**src/rtl/lamp_pkg.sv**
```systemverilog
// rtl/lamp_pkg.sv - shared state encoding and level helpers for the lamp fade driver
package lamp_pkg;

    typedef enum logic [1:0] {OFF, FADE_IN, ON, FADE_OUT} lamp_state_t;

    function automatic int unsigned max_level(input int unsigned bits);
        return (32'd1 << bits) - 32'd1;
    endfunction

endpackage

```
**src/rtl/lamp_fade_driver_pwm_gen.sv**
```systemverilog
// rtl/lamp_fade_driver_pwm_gen.sv - free-running PWM counter with registered level compare
module pwm_gen
    import lamp_pkg::*;
#(
    parameter int PWM_BITS = 8
) (
    input  logic                clk,
    input  logic                rst,
    input  logic [PWM_BITS-1:0] level,
    output logic                lamp_pwm
);

    localparam logic [PWM_BITS-1:0] MAX_LEVEL = PWM_BITS'(max_level(PWM_BITS));

    logic [PWM_BITS-1:0] pwm_cnt;

    // Period is MAX_LEVEL so that level == MAX_LEVEL holds the output high continuously.
    always_ff @(posedge clk) begin
        if (rst) begin
            pwm_cnt  <= '0;
            lamp_pwm <= 1'b0;
        end else begin
            pwm_cnt  <= (pwm_cnt == MAX_LEVEL - 1'b1) ? '0 : pwm_cnt + 1'b1;
            lamp_pwm <= (pwm_cnt < level);
        end
    end

endmodule

```
**src/rtl/lamp_fade_driver.sv**
```systemverilog
// rtl/lamp_fade_driver.sv - soft start/stop lamp driver: fade FSM, step timer, level register
module lamp_fade_driver
    import lamp_pkg::*;
#(
    parameter int PWM_BITS    = 8,
    parameter int FADE_STEP_T = 20
) (
    input  logic                clk,
    input  logic                rst,
    input  logic                cmd_on,
    output logic                lamp_pwm,
    output logic [PWM_BITS-1:0] level,
    output logic                busy,
    output logic                lamp_full
);

    localparam logic [PWM_BITS-1:0] MAX_LEVEL = PWM_BITS'(max_level(PWM_BITS));
    localparam int STEP_W = (FADE_STEP_T > 1) ? $clog2(FADE_STEP_T) : 1;
    localparam logic [STEP_W-1:0] STEP_LAST = STEP_W'(FADE_STEP_T - 1);

    lamp_state_t       state;
    logic [STEP_W-1:0] step_cnt;
    logic              step_done;

    assign step_done = (step_cnt == STEP_LAST);
    assign busy      = (state == FADE_IN) || (state == FADE_OUT);
    assign lamp_full = (state == ON);

    // A direction change takes priority over a pending step, so toggling cmd_on freezes level.
    always_ff @(posedge clk) begin
        if (rst) begin
            state    <= OFF;
            level    <= '0;
            step_cnt <= '0;
        end else begin
            case (state)
                OFF: begin
                    level    <= '0;
                    step_cnt <= '0;
                    if (cmd_on) state <= FADE_IN;
                end
                FADE_IN: begin
                    if (!cmd_on) begin
                        state    <= FADE_OUT;
                        step_cnt <= '0;
                    end else if (step_done) begin
                        step_cnt <= '0;
                        if (level == MAX_LEVEL) begin
                            state <= ON;
                        end else begin
                            level <= level + 1'b1;
                            if (level == MAX_LEVEL - 1'b1) state <= ON;
                        end
                    end else begin
                        step_cnt <= step_cnt + 1'b1;
                    end
                end
                ON: begin
                    level    <= MAX_LEVEL;
                    step_cnt <= '0;
                    if (!cmd_on) state <= FADE_OUT;
                end
                FADE_OUT: begin
                    if (cmd_on) begin
                        state    <= FADE_IN;
                        step_cnt <= '0;
                    end else if (step_done) begin
                        step_cnt <= '0;
                        if (level == '0) begin
                            state <= OFF;
                        end else begin
                            level <= level - 1'b1;
                            if (level == {{(PWM_BITS-1){1'b0}}, 1'b1}) state <= OFF;
                        end
                    end else begin
                        step_cnt <= step_cnt + 1'b1;
                    end
                end
                default: begin
                    state    <= OFF;
                    step_cnt <= '0;
                end
            endcase
        end
    end

    pwm_gen #(
        .PWM_BITS(PWM_BITS)
    ) u_pwm (
        .clk     (clk),
        .rst     (rst),
        .level   (level),
        .lamp_pwm(lamp_pwm)
    );

endmodule
```
**config.mk**
```make
export PLATFORM = sky130hd
export DESIGN_NAME = lamp_fade_driver
export DESIGN_NICKNAME = d
export VERILOG_FILES = /design/src/rtl/lamp_pkg.sv /design/src/rtl/lamp_fade_driver_pwm_gen.sv /design/src/rtl/lamp_fade_driver.sv
export SDC_FILE = /design/constraint.sdc
export NUM_CORES = 1
export LEC_CHECK = 0
export ABC_AREA = 1
export BUFFER_PORTS_ARGS = -buffer_cell sky130_fd_sc_hd__buf_2
export CAP_MARGIN = 10
export CORE_ASPECT_RATIO = 1.25
export CORE_UTILIZATION = 56
export DETAILED_ROUTE_END_ITERATION = 8
export PLACE_DENSITY_LB_ADDON = 0.3
export SYNTH_ARGS = -nofsm -noshare
export SYNTH_HDL_FRONTEND = slang
export SYNTH_SLANG_ARGS = --single-unit
```
**constraint.sdc**
```tcl
create_clock -name clk -period 3.9 [get_ports clk]
set_clock_uncertainty 0.2 [all_clocks]
set_input_delay 0.39 -clock clk [delete_from_list [all_inputs] [get_ports clk]]
set_output_delay 0.39 -clock clk [all_outputs]
set_load 0.02 [all_outputs]
```
==> results of run 1 <==
==> state kept, by name, summed over array words and instances, names as in the netlist <==
signal          count
u_pwm.pwm_cnt       8
level               8
state               2
step_cnt            5
u_pwm.lamp_pwm      1
==> per-layer routing <==
| layer | wire, µm | GRT usage [%] |
|---|---|---|
| met1 | 1780 | 31.6 |
| met2 | 1830 | 40.3 |
| met3 | 118 | 2.11 |
| met4 | 61 | 12.5 |
| met5 | 0 | 0 |
==> worst max-delay path: cells and delay by family (launching register included) <==
family / cells / cell delay (ps)
buffers and inverters: 3 / 420
adder cells (fa/ha/maj): 1 / 300
AND/OR/NAND/NOR: 1 / 60
flip-flops: 1 / 430
==> kinds of logic after synthesis <==
family,synth area share [%]
multiplexers,0.563
XOR/XNOR,2.96
flip-flops,27.0
AO/OA/AOI/OAI,12.7
adder cells (fa/ha/maj),14.1
buffers and inverters,8.17
AND/OR/NAND/NOR,34.5
==> cell type report <==
type / count / area, µm² / area share [%]
multi-input cells: 194 / 1150 / 61.4
repair buffers: 13 / 65.1 / 3.47
well taps: 36 / 45.0 / 2.40
clock buffers: 4 / 36.3 / 1.93
inverters: 26 / 97.6 / 5.20
flip-flops and latches: 24 / 480 / 25.6
==> per-stage QoR <==
step | power [mW] | instances | utilization [%] | hold slack, ps | instance area (µm²)
2_1_floorplan | 0.757 | 249 | - | 218 | 1780
3_3_place_gp | 0.869 | 293 | 61.9 | 230 | 1840
3_5_place_dp | 0.871 | 293 | 61.9 | 239 | 1840
4_1_cts | 1.00 | 297 | 63.1 | 122 | 1880
5_1_grt | 1.09 | 297 | 63.1 | 129 | 1880
6_report | 1.00 | 297 | 63.1 | 125 | 1880
==> worst paths after layout <==
check	startpoint	end	slack, ps	cells past startpoint
worst min register to register	step_cnt[0]	step_cnt[0]	260	1
worst min-delay path	rst	level[5]	130	2
worst max-delay path	state[1]	busy	1790	5
worst max register to register	state[1]	level[7]	1890	9
==> report_power, final <==
part	switching (mW)	leakage, nW	internal (mW)
sequential	0.0607	0.195	0.281
combinational	0.346	0.627	0.183
clock	0.0731	0.0210	0.0571
total	0.480	0.843	0.521
==> cell usage in the layout, fill, tap and decap left out, types with 2 or more instances in the layout <==
cell and count:
sky130_fd_sc_hd__buf_2 13, sky130_fd_sc_hd__nor3b_1 2, sky130_fd_sc_hd__o21ai_0 13, sky130_fd_sc_hd__nand3_1 29, sky130_fd_sc_hd__o21ai_2 2, sky130_fd_sc_hd__a21oi_2 2
sky130_fd_sc_hd__dfxtp_1 24, sky130_fd_sc_hd__nor2_2 5, sky130_fd_sc_hd__clkbuf_4 3, sky130_fd_sc_hd__nand2_2 4, sky130_fd_sc_hd__ha_1 20, sky130_fd_sc_hd__nor2_1 26
sky130_fd_sc_hd__inv_2 2, sky130_fd_sc_hd__nor2_4 3, sky130_fd_sc_hd__xnor2_1 3, sky130_fd_sc_hd__nand2_1 49, sky130_fd_sc_hd__inv_1 24, sky130_fd_sc_hd__o21ai_1 3
sky130_fd_sc_hd__a21oi_1 19, sky130_fd_sc_hd__xor2_1 3
==> flow_metrics.py, run 1 <==
metrics = {
    "global_route": {
        "grt_max_degree": 14,
        "grt_antenna_before_repair": 0,
        "grt_pass1_vias": 1451,
        "combined_global_route_utilization_of_all_metal_layers_pct": 24.7,
        "first_pass_grt_wire_length_um": 6380,
        "overflow_left_after_global_routing": 0,
    },
    "routing": {
        "drt-pass1-iter-count": 4,
        "detail_route.wl_per_cell_um": 12.7,
        "drcViolationCount": 0,
        "final_antenna_violating_net_count": 0,
        "drt-vias-per-instance": 5.32,
        "num_vias": 1580,
        "initialDrtViolationCount": 82,
        "wl_um": 3780,
    },
    "sta": {
        "worst-slew-pin-transition_ps": 543,
        "post-route-period-util_pct": 54.2,
        "hold_viol_final": 0,
        "worst_slack_ps": 1790,
        "setup_viol": 0,
        "setup-tns-final_ps": 0,
        "slew_headroom_pct": 63.6,
        "finalMaxSlewViolations": 0,
        "grt_setup_unrepaired": "false",
        "highest_achievable_clock_rate_ghz": 0.473,
        "timing.final.crit_period_ps": 2110,
    },
    "placement": {
        "gpl.final_weighted_congestion": 0.929,
        "io_buffers": 13,
        "half_perimeter_wire_length_after_placement_um": 2930,
        "detailedPlace.worstSlack_ps": 1910,
    },
    "synthesis": {
        "synth_seq_cells": 24,
        "synth.lib_cells_used.distinct": 33,
        "synthesis.instances": 249,
        "post-synth-top-area-cell": "sky130_fd_sc_hd__dfxtp_1",
        "mappedNetlistArea_um2": 1780,
        "syn-mean-instance-area_um2": 7.14,
        "synth.top_cells.by_count": "sky130_fd_sc_hd__nand2_1, sky130_fd_sc_hd__nand3_1, sky130_fd_sc_hd__nor2_1",
        "syn_nets": 272,
        "async_reset_ff_share_pct": 0,
        "synthDominantCellAreaShare_pct": 27.0,
        "synth-warning-count": 0,
        "synth_edf_count": 0,
        "yosysMostFrequentCell": "sky130_fd_sc_hd__nand2_1",
        "top_cells_by_area_synth": "sky130_fd_sc_hd__dfxtp_1, sky130_fd_sc_hd__ha_1, sky130_fd_sc_hd__nand2_1, sky130_fd_sc_hd__nand3_1, sky130_fd_sc_hd__nor2_1",
        "yosys_most_used_dff": "sky130_fd_sc_hd__dfxtp_1",
        "synth.yosys.seq_area_share_pct": 27.0,
    },
    "floorplanning": {
        "core_um2": 2970,
        "start_util_pct": 59.8,
        "die_w_um": 52.4,
        "die-height_um": 65.0,
        "fp-row-count": 22,
        "num_io_pins": 14,
        "dieArea_um2": 3400,
    },
    "critical_path": {
        "critPathMaxFanout": 8,
        "max_stage_delay_ps": 430,
        "critical_path.startpoint_type": "register",
        "worst-endpoint-arrival_ps": 1520,
        "crit_type": "reg2out",
        "slowest_stage": "sky130_fd_sc_hd__dfxtp_1",
        "timing.critical_path.required_ps": 3310,
        "worstPathCellList": "inv_1, ha_1, inv_2, nand2_1, buf_2",
        "cp-end-kind": "primary output",
    },
    "clock_tree": {
        "cts.hold.buffers_added": 0,
        "clock_insertion_delay_worst_skew_ps": 320,
        "cts_post_setup_buffers_inserted": 0,
        "clock_sink_count": 24,
        "resized_after_cts": 0,
        "clk_pin_slew_ps": 130,
        "cts_root_buf": "sky130_fd_sc_hd__clkbuf_4",
        "cts_made_buffers": 3,
        "cts_tree": "built",
        "cts-root-to-sink-buffers": 2,
        "cts.htree.levels": 1,
    },
    "final_layout": {
        "finalNetCount": 285,
        "fraction_of_final_layout_cells_with_drive_strength_greater_than_1_pct": 14.6,
        "antenna_cells_inserted": 0,
        "layout.filler_cells": 296,
        "area.growth.synth_to_final_pct": 5.56,
    },
    "hold_path": {
        "hold_class": "in2reg",
    },
    "run_status": {
        "outcome": "complete, no violations",
    },
    "pwr": {
        "leakagePower_nw": 0.843,
        "cellPowerDensity_nw_per_um2": 534,
        "peakVddDrop_uv": 298,
    },
    "run": {
        "max_cap_violation_count": 0,
    },
}
(Power assumes the default switching activity.)
==> run 2, diff against run 1 <==
- ABC_AREA: 1 -> 0
- CORE_UTILIZATION: 56 -> 53
- clock period: 3.9 -> 1.75 ns (I/O delays scaled with it)
==> flow_metrics.py, run 2 <==
metrics = {
    "run_status": {
        "outcome": "finished, violations left",
        "violated_checks": "negative setup slack",
    },
    "synthesis": {
        "post-synth-top-area-cell": "sky130_fd_sc_hd__dfxtp_1",
        "top_cells_by_area_synth": "sky130_fd_sc_hd__dfxtp_1, sky130_fd_sc_hd__ha_1, sky130_fd_sc_hd__xnor2_1, sky130_fd_sc_hd__nor2_1, sky130_fd_sc_hd__inv_1",
        "synth-warning-count": 0,
        "syn-mean-instance-area_um2": 8.47,
        "synthesis.instances": 195,
        "synth.lib_cells_used.distinct": 47,
        "yosysMostFrequentCell": "sky130_fd_sc_hd__dfxtp_1",
        "synth_seq_cells": 24,
        "synth_edf_count": 0,
        "syn_nets": 218,
        "synth.yosys.seq_area_share_pct": 29.1,
        "synth.top_cells.by_count": "sky130_fd_sc_hd__dfxtp_1, sky130_fd_sc_hd__ha_1, sky130_fd_sc_hd__nor2_1",
        "synthDominantCellAreaShare_pct": 29.1,
        "yosys_most_used_dff": "sky130_fd_sc_hd__dfxtp_1",
        "mappedNetlistArea_um2": 1650,
        "async_reset_ff_share_pct": 0,
    },
    "floorplanning": {
        "die-height_um": 64.4,
        "dieArea_um2": 3340,
        "core_um2": 2950,
        "fp-row-count": 22,
        "die_w_um": 51.9,
        "start_util_pct": 56.1,
        "num_io_pins": 14,
    },
    "global_route": {
        "grt_pass1_vias": 1767,
        "first_pass_grt_wire_length_um": 7630,
        "overflow_left_after_global_routing": 0,
        "grt_max_degree": 17,
        "combined_global_route_utilization_of_all_metal_layers_pct": 29.8,
        "grt_antenna_before_repair": 0,
    },
    "final_layout": {
        "mostFrequentLayoutCell": "sky130_fd_sc_hd__buf_4",
        "final_cell_count_no_fill": 298,
        "stdcell_area_um2": 2420,
        "most-common-layout-cells": "sky130_fd_sc_hd__buf_4, sky130_fd_sc_hd__nor2_1, sky130_fd_sc_hd__dfxtp_1",
        "layout.filler_cells": 175,
        "finalNetCount": 286,
        "antenna_cells_inserted": 0,
        "fraction_of_final_layout_cells_with_drive_strength_greater_than_1_pct": 43.1,
        "layout_utilization_pct": 82.3,
        "multi_input_comb_area_um2": 1250,
        "area.growth.synth_to_final_pct": 46.8,
        "largest_registers": "level (8), u_pwm.pwm_cnt (8), step_cnt (5)",
        "seqCellArea_um2": 500,
    },
    "critical_path": {
        "critical_path.startpoint_type": "register",
        "cp-end-kind": "register",
        "crit_type": "reg2reg",
        "regToRegEndpoint": "state[1]",
        "regToRegStartpoint": "state[0]",
        "timing.critical_path.required_ps": 1750,
        "setup.reg_to_reg.worst_slack_ps": -460,
        "worst_r2r_path_depth": 8,
        "critPathMaxFanout": 3,
        "worst-endpoint-arrival_ps": 2210,
    },
    "hold_path": {
        "hold_class": "in2reg",
        "hold_path.startpoint": "cmd_on",
        "worst_hold_endpoint": "step_cnt[1]",
        "min_path_cells": 5,
    },
    "sta": {
        "setup_viol": 16,
        "worst_slack_ps": -456,
        "grt_setup_unrepaired": "true",
        "hold_viol_final": 0,
        "finalMaxSlewViolations": 0,
        "timing.final.crit_period_ps": 2210,
        "highest_achievable_clock_rate_ghz": 0.453,
        "slew_headroom_pct": 78.5,
        "post-route-period-util_pct": 126,
        "worst-slew-pin-transition_ps": 322,
        "holdWs_ps": 310,
        "setup-tns-final_ps": -4400,
    },
    "clock_tree": {
        "cts_made_buffers": 3,
        "cts_root_buf": "sky130_fd_sc_hd__clkbuf_4",
        "cts_tree": "built",
        "clk_pin_slew_ps": 140,
        "cts.htree.levels": 1,
        "clock_sink_count": 24,
        "cts-root-to-sink-buffers": 2,
        "clock_insertion_delay_worst_skew_ps": 310,
    },
    "placement": {
        "half_perimeter_wire_length_after_placement_um": 3220,
        "cells_after_dpl": 279,
        "gpl.final_weighted_congestion": 0.827,
        "placement.cell_area_um2": 2070,
        "detailedPlace.worstSlack_ps": -489,
        "io_buffers": 13,
    },
    "routing": {
        "final_antenna_violating_net_count": 0,
        "detail_route.wl_per_cell_um": 17.6,
        "num_vias": 1832,
        "wl_um": 5240,
        "initialDrtViolationCount": 71,
        "drt-pass1-iter-count": 4,
        "drt-vias-per-instance": 6.15,
        "drcViolationCount": 0,
    },
    "pwr": {
        "leakagePower_nw": 1.01,
        "finalPower_mw": 3.49,
        "cellPowerDensity_nw_per_um2": 1440,
        "peakVddDrop_uv": 1180,
    },
    "run": {
        "max_cap_violation_count": 0,
    },
}
==> run 2: worst max path at each step <==
stage	from	endpoint
global route	state[0]	state[1]
global placement	state[1]	level[5]
detailed placement	state[1]	level[5]
CTS	step_cnt[1]	level[6]
floorplan	state[0]	state[0]
finish	state[0]	state[1]
==> run 2: cell families after synthesis <==
family / count (synthesis) / synth area share [%]
muxes: 4 / 2.50
adders and majority gates: 20 / 15.2
DFF: 24 / 29.1
AOI/OAI and AO/OA: 40 / 17.3
xor gates and xnor gates: 15 / 7.95
and+or+nand+nor: 66 / 21.3
buffers and inverters: 26 / 6.67
==> run 2: area by class of cell <==
| cell class | instances | area share [%] |
|---|---|---|
| repair buffers | 71 | 21.9 |
| clock inverters | 1 | 0.155 |
| well taps | 36 | 1.86 |
| clock buffers | 3 | 0.929 |
| flip-flops and latches | 24 | 20.6 |
| inverters | 18 | 2.99 |
| multi-input cells | 145 | 51.5 |
==> run 2: what timing repair did <==
item / in CTS / in global routing
buffers inserted: 9 / 5
gates resized for setup: 24 / 21
hold buffers: 1 / 0
pin swaps: 11 / 11
hold endpoints to repair: 2 / 0
gates cloned: 0 / 1
endpoints found under the setup margin: 14 / 15
==> run 2: report_power, final <==
part	total (mW)	switching [mW]	internal [mW]
combinational	2.46	1.27	1.19
sequential	0.779	0.117	0.662
clock	0.252	0.169	0.0834
total	3.49	1.56	1.93
==> run 2: metal layers <==
layer  share of wire, %  vias up  wire (µm)  GRT usage [%]
met4                4.8        0        252           12.8
met1                 38      878       2010           32.8
li1                   -      836          -              -
met3                6.0       32        312           4.93
met2                 51       86       2660           54.0
met5                  0        -          0              0
==> run 2: worst max-delay path, stage by stage (launching register included) <==
cell and delay (ps):
sky130_fd_sc_hd__dfxtp_4 410, sky130_fd_sc_hd__buf_6 120, sky130_fd_sc_hd__inv_4 30, sky130_fd_sc_hd__ha_4 140, sky130_fd_sc_hd__nand4b_1 150, sky130_fd_sc_hd__or4_1 420
sky130_fd_sc_hd__a32o_2 290, sky130_fd_sc_hd__mux2i_1 240, sky130_fd_sc_hd__nor2_1 90
